## config.mk

```make
export PLATFORM = sky130hd
export DESIGN_NAME = vga_timing_gen
export DESIGN_NICKNAME = d
export VERILOG_FILES = /design/src/rtl/vga_timing_gen.sv
export SDC_FILE = /design/constraint.sdc
export NUM_CORES = 1
export LEC_CHECK = 0
export CORE_UTILIZATION = 30
export CTS_CLUSTER_DIAMETER = 200
export DETAILED_ROUTE_END_ITERATION = 8
export PLACE_DENSITY = 0.48
export SLEW_MARGIN = 20
export SYNTH_ARGS = -nofsm -noshare
export SYNTH_HDL_FRONTEND = slang
export SYNTH_SLANG_ARGS = --single-unit
export TNS_END_PERCENT = 20
```

## constraint.sdc

```tcl
create_clock -name clk -period 10.03 [get_ports clk]
set_input_delay 1.5045 -clock clk [delete_from_list [all_inputs] [get_ports clk]]
set_output_delay 1.5045 -clock clk [all_outputs]
set_load 0.05 [all_outputs]
```

## src/rtl/vga_timing_gen.sv

```systemverilog
// VGA raster timing: pixel-rate divider, horizontal/vertical scan counters and
// registered sync/active/coordinate/pulse outputs that all describe the same position.
module vga_timing_gen #(
  parameter int CLK_DIV          = 4,
  parameter int H_SYNC           = 96,
  parameter int H_BACK           = 48,
  parameter int H_ACTIVE         = 640,
  parameter int H_FRONT          = 16,
  parameter int V_SYNC           = 2,
  parameter int V_BACK           = 33,
  parameter int V_ACTIVE         = 480,
  parameter int V_FRONT          = 10,
  parameter int SYNC_ACTIVE_HIGH = 1
) (
  input  logic       clk,
  input  logic       rst,
  input  logic       en,
  output logic       pix_tick,
  output logic [9:0] hcount,
  output logic [9:0] vcount,
  output logic       hsync,
  output logic       vsync,
  output logic       active,
  output logic [9:0] pix_x,
  output logic [9:0] pix_y,
  output logic       line_start,
  output logic       frame_start
);

  localparam int H_TOTAL = H_SYNC + H_BACK + H_ACTIVE + H_FRONT;
  localparam int V_TOTAL = V_SYNC + V_BACK + V_ACTIVE + V_FRONT;

  localparam logic [4:0]  DIV_LAST  = 5'(CLK_DIV - 1);
  localparam logic [9:0]  H_LAST    = 10'(H_TOTAL - 1);
  localparam logic [9:0]  V_LAST    = 10'(V_TOTAL - 1);
  localparam logic [10:0] H_SYNC_W  = 11'(H_SYNC);
  localparam logic [10:0] V_SYNC_W  = 11'(V_SYNC);
  localparam logic [10:0] H_ACT_LO  = 11'(H_SYNC + H_BACK);
  localparam logic [10:0] H_ACT_HI  = 11'(H_SYNC + H_BACK + H_ACTIVE);
  localparam logic [10:0] V_ACT_LO  = 11'(V_SYNC + V_BACK);
  localparam logic [10:0] V_ACT_HI  = 11'(V_SYNC + V_BACK + V_ACTIVE);
  localparam logic [9:0]  H_OFS     = 10'(H_SYNC + H_BACK);
  localparam logic [9:0]  V_OFS     = 10'(V_SYNC + V_BACK);
  localparam logic        SYNC_ON   = (SYNC_ACTIVE_HIGH != 0);

  logic [4:0] div_q, div_d;
  logic [9:0] h_q, h_d;
  logic [9:0] v_q, v_d;
  logic       started_q, started_d;
  logic       pix_tick_q, pix_tick_d;
  logic       hsync_q, hsync_d;
  logic       vsync_q, vsync_d;
  logic       active_q, active_d;
  logic [9:0] pix_x_q, pix_x_d;
  logic [9:0] pix_y_q, pix_y_d;
  logic       line_start_q, line_start_d;
  logic       frame_start_q, frame_start_d;
  logic       adv;
  logic       h_in, v_in;

  always_comb begin
    div_d         = div_q;
    h_d           = h_q;
    v_d           = v_q;
    started_d     = started_q;
    pix_tick_d    = 1'b0;
    hsync_d       = hsync_q;
    vsync_d       = vsync_q;
    active_d      = active_q;
    pix_x_d       = pix_x_q;
    pix_y_d       = pix_y_q;
    line_start_d  = 1'b0;
    frame_start_d = 1'b0;
    adv           = 1'b0;
    h_in          = 1'b0;
    v_in          = 1'b0;

    if (en) begin
      started_d = 1'b1;
      if (!started_q) begin
        // First enabled clock after reset presents (0,0) without advancing.
        div_d         = 5'd0;
        h_d           = 10'd0;
        v_d           = 10'd0;
        line_start_d  = 1'b1;
        frame_start_d = 1'b1;
      end else begin
        // The clock that displayed the tick is followed by the pixel advance.
        adv   = (div_q == DIV_LAST);
        div_d = adv ? 5'd0 : 5'(div_q + 5'd1);
        if (adv) begin
          if (h_q == H_LAST) begin
            h_d = 10'd0;
            v_d = (v_q == V_LAST) ? 10'd0 : 10'(v_q + 10'd1);
          end else begin
            h_d = 10'(h_q + 10'd1);
          end
        end
        line_start_d  = adv && (h_d == 10'd0);
        frame_start_d = adv && (h_d == 10'd0) && (v_d == 10'd0);
      end

      pix_tick_d = (div_d == DIV_LAST);
      hsync_d    = ({1'b0, h_d} < H_SYNC_W) ? SYNC_ON : ~SYNC_ON;
      vsync_d    = ({1'b0, v_d} < V_SYNC_W) ? SYNC_ON : ~SYNC_ON;
      h_in       = ({1'b0, h_d} >= H_ACT_LO) && ({1'b0, h_d} < H_ACT_HI);
      v_in       = ({1'b0, v_d} >= V_ACT_LO) && ({1'b0, v_d} < V_ACT_HI);
      active_d   = h_in && v_in;
      pix_x_d    = active_d ? 10'(h_d - H_OFS) : 10'd0;
      pix_y_d    = active_d ? 10'(v_d - V_OFS) : 10'd0;
    end
  end

  always_ff @(posedge clk) begin
    if (rst) begin
      div_q         <= 5'd0;
      h_q           <= 10'd0;
      v_q           <= 10'd0;
      started_q     <= 1'b0;
      pix_tick_q    <= 1'b0;
      hsync_q       <= ~SYNC_ON;
      vsync_q       <= ~SYNC_ON;
      active_q      <= 1'b0;
      pix_x_q       <= 10'd0;
      pix_y_q       <= 10'd0;
      line_start_q  <= 1'b0;
      frame_start_q <= 1'b0;
    end else begin
      div_q         <= div_d;
      h_q           <= h_d;
      v_q           <= v_d;
      started_q     <= started_d;
      pix_tick_q    <= pix_tick_d;
      hsync_q       <= hsync_d;
      vsync_q       <= vsync_d;
      active_q      <= active_d;
      pix_x_q       <= pix_x_d;
      pix_y_q       <= pix_y_d;
      line_start_q  <= line_start_d;
      frame_start_q <= frame_start_d;
    end
  end

  assign pix_tick    = pix_tick_q;
  assign hcount      = h_q;
  assign vcount      = v_q;
  assign hsync       = hsync_q;
  assign vsync       = vsync_q;
  assign active      = active_q;
  assign pix_x       = pix_x_q;
  assign pix_y       = pix_y_q;
  assign line_start  = line_start_q;
  assign frame_start = frame_start_q;

endmodule
```

# == After elaboration in Yosys (flattened, before gate mapping) ==
# Index checks and enable logic that the tools add are counted.
# Widths: inputs -> output; s select.
# totals
register_bits,52
elab_cells,58
in_bits,3
# op_classes
n_reduce_logical,8
add_sub_neg,5
order_cmp,6
bitwise_logic,1
n_eq_ne,4
mux,22
# op_table
operator,count
$mux 10,15
$add 10x1->10 const B,2
$eq 10x10->1 const B,2
$logic_not 10->1,2
$lt 10x10->1 const B,2
$mux 5,3
$eq 5x2->1 const B,2
$ge 10x6->1 const B,1
$ge 10x8->1 const B,1
$lt 10x2->1 const B,1
$lt 10x7->1 const B,1
$sub 10x6->10 const B,1
$sub 10x8->10 const B,1
$add 5x1->5 const B,1
$logic_and 1x1->1,5
$mux 1,4
$reduce_or 2->1,1
$not 1->1,1

# == Logic depth before layout (Yosys ltp) ==
# Gate-level depths: netlist of run 1.
# depth
ltp_word,12
mapped_depth,16

# == Worst setup path after synthesis of run 1 ==
# OpenSTA, ideal clock, no wires.
# synth_timing
kind,reg-to-reg
from,"reg h_q[0], in the netlist hcount[0]"
to,"reg pix_x_q[3], in the netlist pix_x[3]"
stages_incl_launch_ff,12
setup_slack_ns,6.619
arrival_ns,3.351
required_time_ns,9.970
path_buffers,2
path_cell_list,dfxtp_1 ha_1 and4b_1 nand4_1 clkbuf_1 a21oi_1 nor2_1 ha_1 o31a_1 nor4_4 buf_6 a22o_1
# synth_between
elab_chain_cells,11
word_cells_on_any_way,23
cone_classes,2 x add/sub; 4 x order compare; 1 x eq/ne; 13 x mux; 3 x reduce/logical
# synth_rtl
item,line,text
from (decl),47,"logic [9:0] h_q, h_d;"
from (signal assigned),117,h_q <= 10'd0;
from (signal assigned),130,h_q <= h_d;
$add 10x1->10 / $eq 10x10->1 (equally long branches),"96, 92",
$mux 10,92,if (h_q == H_LAST) begin
$mux 10,91,if (adv) begin
$mux 10,80,if (!started_q) begin
$mux 10,78,if (en) begin
$mux 10,80,
$mux 10,78,
$ge 10x8->1 (tied with other cells),106,"h_in = ({1'b0, h_d} >= H_ACT_LO) && ({1'b0, h_d} < H_ACT_HI);"
"$logic_and 1x1->1, on equally long branches","106, 107",
$logic_and 1x1->1,108,active_d = h_in && v_in;
$mux 10 (*),109,pix_x_d = active_d ? 10'(h_d - H_OFS) : 10'd0;
to (signal assigned),137,pix_x_q <= pix_x_d;
to (decl),54,"logic [9:0] pix_x_q, pix_x_d;"
# Every way passes the cells marked *; elsewhere a longest branch is shown, timed or not. The select of a mux whose other input is x is not followed.
# A chain may end at the register's enable or synchronous reset.

==> results.sh, run 1 <==
export IMPL_post_cts_buffers=0
export IMPL_irDropWorstVdd_uv=58.19
export IMPL_rr_endpoint="pix_y[5]"
export IMPL_clock_root_buffer="clkbuf_8"
export IMPL_yosysSeqAreaShare_pct=32.02
export IMPL_path_delay_family="simple AND/OR/NAND/NOR gates"
export IMPL_multi_input_area_mm2=0.002044
export IMPL_drv_slew=0
export IMPL_outcome="finished, final reports clean"
export IMPL_diodes=0
export IMPL_synth_top_area_share_pct=32.02
export IMPL_clockPowerShare_pct=35.1
export IMPL_final_min_clock_period_ps=4392
export IMPL_post_drt_wl_per_cell_um=17.40
export IMPL_grt_pass1_wl_um=15690
export IMPL_dp_slack_ps=5283
export IMPL_fp_row_count=37
export IMPL_slowest_delay_ps=960
export IMPL_setup_ws_ps=5638
export IMPL_ys_ff_latch=52
export IMPL_synth_cells=401
export IMPL_clk_pin_slew_ps=100
export IMPL_synthTopCellsByArea="dfxtp_1, a22o_1, nor2_1"
export IMPL_clk_latency_ps=310
export IMPL_hold_violations=0
export IMPL_crit_path_start_kind="input port"
export IMPL_p_per_area_mw_per_mm2=91.33
export IMPL_fin_setup_tns_ps=0
export IMPL_setup_violations=0
export IMPL_antenna_found_initial=0
export IMPL_seqPwrFrac_pct=58.8
export IMPL_slew_headroom_pct=36.13
export IMPL_vias=3135
export IMPL_layout_common_cells="dfxtp_1, clkdlybuf4s50_1, nor2_1, nand2_1, a21oi_1"
export IMPL_critPathBufInv=2
export IMPL_intPower_mw=0.2633
export IMPL_dr_first_iter_drc_count=122
export IMPL_drive_gt1_share_pct=6.697
export IMPL_die_w_um=106.1
export IMPL_grt_overflow_total=0
export IMPL_pin_count=49
export IMPL_cts_max_path_buffers=2
export IMPL_final_common_cell="dfxtp_1"
export IMPL_r2r_start="hcount[1]"
export IMPL_regArea_mm2=0.001041
export IMPL_die_area_mm2=0.01126
export IMPL_hold_path_class="register to register"
export IMPL_cts_inserted_buffers=5
export IMPL_grt_pass1_vias=2991
export IMPL_netlist_area_mm2=0.003251
export IMPL_reg2reg_slack_ps=5790
export IMPL_worst_r2r_path_depth=9
export IMPL_core_area_mm2=0.01042
export IMPL_clock_sinks=52
export IMPL_p_sw_mw=0.09216
export IMPL_cp_max_fo=19
export IMPL_whs_endpoint="active"
export IMPL_combPwrFrac_pct=6.1
export IMPL_areaGrowthSynthToFinish_pct=19.75
export IMPL_yosysWarnings=0
export IMPL_hpwl_um=7197
export IMPL_chipHeight_um=106.1
export IMPL_initial_utilization_pct=31.21
export IMPL_htreeDepth=2
export IMPL_ys_flop_type="dfxtp_1"
export IMPL_place_congestion=0.8768
export IMPL_grtUsageTotal_pct=17.82
export IMPL_rsz0062_at_grt="false"
export IMPL_endpoint_kind="register"
export IMPL_synth_edf_count=0
export IMPL_finalClockSkew_ps=6.887
export IMPL_cts_resized=0
export IMPL_synth_nets=411
export IMPL_ant_nets=0
export IMPL_worstSetupPathType="input port to register"
export IMPL_hp_start="active"
export IMPL_ys_types=64
export IMPL_grt_start_max_net_pins=34
export IMPL_critPathSlowestCell="nor4_4"
export IMPL_drt_wl_total_um=9901
export IMPL_cts_hold_fix_buffers=0
export IMPL_numPortBuffers=48
export IMPL_worstMarginPinSlew_ps=950.9
export IMPL_tritoncts="done"
export IMPL_switching_share_pct=25.92
export IMPL_num_fill_cells=1130
export IMPL_yosys_area_top_type="dfxtp_1"
export IMPL_first_pass_iters=5
export IMPL_avgSynthCellArea_um2=8.106
export IMPL_via_per_inst=5.510
export IMPL_worst_ep_required_time_ps=10290
export IMPL_cp_cell_sequence="clkdlybuf4s50_1 -> inv_1 -> nor2_1 -> nand2_1 -> nor4_4 -> a32o_1"
export IMPL_max_freq_mhz=227.7
export IMPL_fin_nets=442
export IMPL_power_leakage_nw=1.375
export IMPL_maxCapViolations=0
export IMPL_arrival_ps=4650
export IMPL_drc=0
export IMPL_hold_depth=1
export IMPL_finalCritPeriodShare_pct=43.78
export IMPL_synth_async_sr_flop_share_pct=0
==> logic make-up (layout without fill, tap and decap cells) <==
logic type / after synthesis / count (layout) / share of synthesized area, %
AOI/OAI and AO/OA: 116 / 116 / 25.02
DFF: 52 / 52 / 32.02
xor gates and xnor gates: 21 / 21 / 5.658
muxes: 6 / 6 / 1.848
adders and majority gates: 7 / 7 / 2.694
buffers and inverters: 39 / 71 / 5.311
and+or+nand+nor: 160 / 160 / 27.44
==> synth_stat cells, types with 2 or more instances <==
master,n
dfxtp_1,52
nor2_1,40
nand2_1,30
a21oi_1,27
o21ai_0,25
clkbuf_1,20
a22o_1,19
nand3_1,18
xnor2_1,15
nor3_1,13
inv_1,12
nand4_1,11
ha_1,7
a31oi_1,6
and2_1,6
mux2i_1,6
o31ai_1,6
or3_1,6
xor2_1,6
and4_1,4
or2_2,4
a211oi_1,3
a21o_1,3
a2bb2oi_1,3
a32o_1,3
and3_1,3
buf_2,3
buf_6,3
nor4_4,3
o21a_1,3
or4_1,3
nand2b_1,2
nor2b_1,2
nor3b_1,2
nor4_1,2
o31a_1,2
==> routing by layer <==
layer	vias to the layer above	wire [um]	global-route usage (%)
li1	1541	-	-
met1	1480	4474	23.08
met2	90	4769	30.30
met5	-	0	0
met4	0	255	6.250
met3	24	402	2.330
==> how the worst max path moves through the flow <==
| stage | end | start | cells after the start | slack (ps) |
|---|---|---|---|---|
| floorplan | pix_x[3] | hcount[0] | 11 | 6620 |
| global placement | pix_y[5] | en | 6 | 5370 |
| detailed placement | pix_y[5] | en | 6 | 5280 |
| CTS | pix_x[7] | en | 6 | 5600 |
| global route | pix_x[7] | en | 6 | 5280 |
| finish | pix_y[5] | en | 6 | 5640 |
==> area by class of cell <==
cell class              count  share of cell area [%]
multi-input cells         310                   52.52
flip-flops and latches     52                   26.74
repair buffers             51                   12.92
well taps                 136                   4.372
clock buffers               6                   1.864
inverters                  12                   1.157
clock inverters             2                  0.4179
==> through the flow <==
stage / total power, mW / cell area [um2] / std cells / hold WS [ps] / util (%)
after floorplan: 0.2282 / 3251 / 401 / 479.6 / -
after global placement: 0.2352 / 3799 / 561 / 448.2 / 36.47
after detailed placement: 0.2356 / 3804 / 561 / 445.3 / 36.52
after CTS: 0.3621 / 3892 / 569 / 470.5 / 37.37
after global routing: 0.3679 / 3892 / 569 / 508.4 / 37.37
final: 0.3555 / 3892 / 569 / 465.5 / 37.37
==> registers in the layout, indices dropped and copies added, names as in the netlist, 5 cells and up <==
register and flops:
pix_y 10, hcount 10, vcount 10, pix_x 10, div_q 5
==> power by group through the flow <==
stage / Sequential (mW) / Combinational, mW / Clock [mW]
6_report: 0.209 / 0.0218 / 0.125
5_1_grt: 0.209 / 0.0233 / 0.135
4_1_cts: 0.209 / 0.0221 / 0.131
3_5_place_dp: 0.214 / 0.0220 / 0
3_3_place_gp: 0.214 / 0.0215 / 0
2_1_floorplan: 0.217 / 0.0111 / 0
Note: power is estimated with default switching activity, not from simulation.
==> inputs of run 2 (changes only) <==
--- a/config.mk
+++ b/config.mk
@@ -8,7 +8,7 @@
 export CORE_UTILIZATION = 30
 export CTS_CLUSTER_DIAMETER = 200
 export DETAILED_ROUTE_END_ITERATION = 8
-export PLACE_DENSITY = 0.48
+export PLACE_DENSITY = 0.5
 export SLEW_MARGIN = 20
 export SYNTH_ARGS = -nofsm -noshare
 export SYNTH_HDL_FRONTEND = slang
==> constraint.sdc (replaced) <==
create_clock -name clk -period 3.75 [get_ports clk]
set_input_delay 0.5625 -clock clk [delete_from_list [all_inputs] [get_ports clk]]
set_output_delay 0.5625 -clock clk [all_outputs]
set_load 0.05 [all_outputs]
==> results.sh, run 2 (synthesized netlist as in run 1, its figures left out) <==
export IMPL_critPathSlowestCell="or4b_4"
export IMPL_vias=3274
export IMPL_initial_utilization_pct=31.21
export IMPL_cts_max_path_buffers=2
export IMPL_worstMarginPinSlew_ps=577.2
export IMPL_drc=0
export IMPL_cp_max_fo=19
export IMPL_fin_nets=473
export IMPL_die_area_mm2=0.01126
export IMPL_total_power_mw=0.9623
export IMPL_maxCapViolations=0
export IMPL_post_drt_wl_per_cell_um=17.06
export IMPL_clock_root_buffer="clkbuf_8"
export IMPL_critPathBufInv=1
export IMPL_arrival_ps=3690
export IMPL_core_area_mm2=0.01042
export IMPL_power_leakage_nw=1.530
export IMPL_grt_start_max_net_pins=25
export IMPL_hpwl_um=7590
export IMPL_multi_input_area_mm2=0.002042
export IMPL_stdcell_count=600
export IMPL_worstSetupPathType="register to register"
export IMPL_antenna_found_initial=0
export IMPL_slowest_delay_ps=600
export IMPL_fp_row_count=37
export IMPL_slew_headroom_pct=61.39
export IMPL_irDropWorstVdd_uv=149.5
export IMPL_grt_pass1_wl_um=16540
export IMPL_numPortBuffers=48
export IMPL_place_inst=590
export IMPL_layout_common_cells="dfxtp_1, clkdlybuf4s50_1, nor2_1, buf_4, nand2_1"
export IMPL_dr_first_iter_drc_count=138
export IMPL_ant_nets=0
export IMPL_worst_ep_required_time_ps=3970
export IMPL_hold_path_class="register to register"
export IMPL_grtUsageTotal_pct=18.64
export IMPL_diodes=0
export IMPL_final_common_cell="dfxtp_1"
export IMPL_crit_path_start_kind="register"
export IMPL_endpoint_kind="register"
export IMPL_max_freq_mhz=288.0
export IMPL_finalClockSkew_ps=4.798
export IMPL_drive_gt1_share_pct=12.93
export IMPL_drt_wl_total_um=10240
export IMPL_hold_violations=0
export IMPL_tritoncts="done"
export IMPL_first_pass_iters=5
export IMPL_final_min_clock_period_ps=3473
export IMPL_crit_path_frequent_cell="nand2_1"
export IMPL_finalCritPeriodShare_pct=92.60
export IMPL_die_w_um=106.1
export IMPL_clock_sinks=52
export IMPL_fin_setup_tns_ps=0
export IMPL_chipHeight_um=106.1
export IMPL_holdWs_ps=481.1
export IMPL_place_congestion=0.8664
export IMPL_rsz0062_at_grt="false"
export IMPL_outcome="finished, final reports clean"
export IMPL_setup_violations=0
export IMPL_regArea_mm2=0.001041
export IMPL_grt_pass1_vias=3111
export IMPL_clk_latency_ps=310
export IMPL_grt_overflow_total=0
export IMPL_path_delay_family="simple AND/OR/NAND/NOR gates"
export IMPL_cp_cell_sequence="ha_2 -> or4b_4 -> nor4_1 -> o21ai_0 -> nand2_1 -> nand2_1 -> ha_1 -> o31ai_1 -> o311ai_0 -> a311o_1 -> o211ai_2 -> nor4_4 -> buf_12 -> a32o_1"
export IMPL_drv_slew=0
export IMPL_via_per_inst=5.457
export IMPL_p_per_area_mw_per_mm2=232.7
export IMPL_htreeDepth=2
export IMPL_pin_count=49
export IMPL_num_fill_cells=1094
export IMPL_cts_inserted_buffers=5
export IMPL_clk_pin_slew_ps=100
export IMPL_areaGrowthSynthToFinish_pct=27.21
==> run 2: cell types whose count changed in the layout (fill, tap and decap cells not counted), sizes merged <==
cell  delta
buf     +31
==> run 2: routing by layer <==
layer | vias to the layer above | share of wire (%) | GRT usage (%)
met3 | 12 | 3.4 | 2.391
met2 | 81 | 48 | 31.84
met5 | - | 0 | 0
li1 | 1608 | - | -
met1 | 1573 | 47 | 24.58
met4 | 0 | 1.8 | 5.060
==> run 2: through the flow <==
stage          worst slack (ps)  utilization, %  cell area (um2)
4_1_cts                   225.8           39.60             4125
3_5_place_dp             -44.73           38.56             4016
2_1_floorplan             338.7               -             3251
5_1_grt                   27.40           39.70             4135
6_report                  277.4           39.70             4135
3_3_place_gp              100.6           38.56             4016
==> run 2: final timing paths <==
check	from	to	slack, ps	cells past startpoint
min	active	active	480	1
max reg2reg	div_q[0]	pix_x[7]	280	14
min reg2reg	active	active	480	1
max	div_q[0]	pix_x[7]	280	14
==> run 2: timing repair <==
item	CTS	global route
hold buffers	0	0
buffers inserted	1	1
resized for setup	0	1
gates cloned	0	0
pin swaps	1	1
setup endpoints to repair	18	4
==> run 2: cell type report <==
type / instances / share of cell area (%)
Multi-Input combinational cell: 310 / 49.38
Timing Repair Buffer: 82 / 18.09
Sequential cell: 52 / 25.17
Clock inverter: 2 / 0.3933
Inverter: 12 / 1.089
Clock buffer: 6 / 1.755
Tap cell: 136 / 4.115
==> run 2: power by group <==
| group | total, mW | internal [mW] | switching [mW] |
|---|---|---|---|
| Combinational | 0.0639 | 0.0195 | 0.0444 |
| Sequential | 0.561 | 0.556 | 0.00503 |
| Clock | 0.337 | 0.134 | 0.204 |
==> inputs of run 3 (changes only) <==
--- a/config.mk
+++ b/config.mk
@@ -8,6 +8,7 @@
 export CORE_UTILIZATION = 30
 export CTS_CLUSTER_DIAMETER = 200
 export DETAILED_ROUTE_END_ITERATION = 8
+export HOLD_SLACK_MARGIN = 0.06
 export PLACE_DENSITY = 0.5
 export SLEW_MARGIN = 20
 export SYNTH_ARGS = -nofsm -noshare
==> results of run 3 <==
No change in the layout: final DEF, timing and power equal those of run 2.
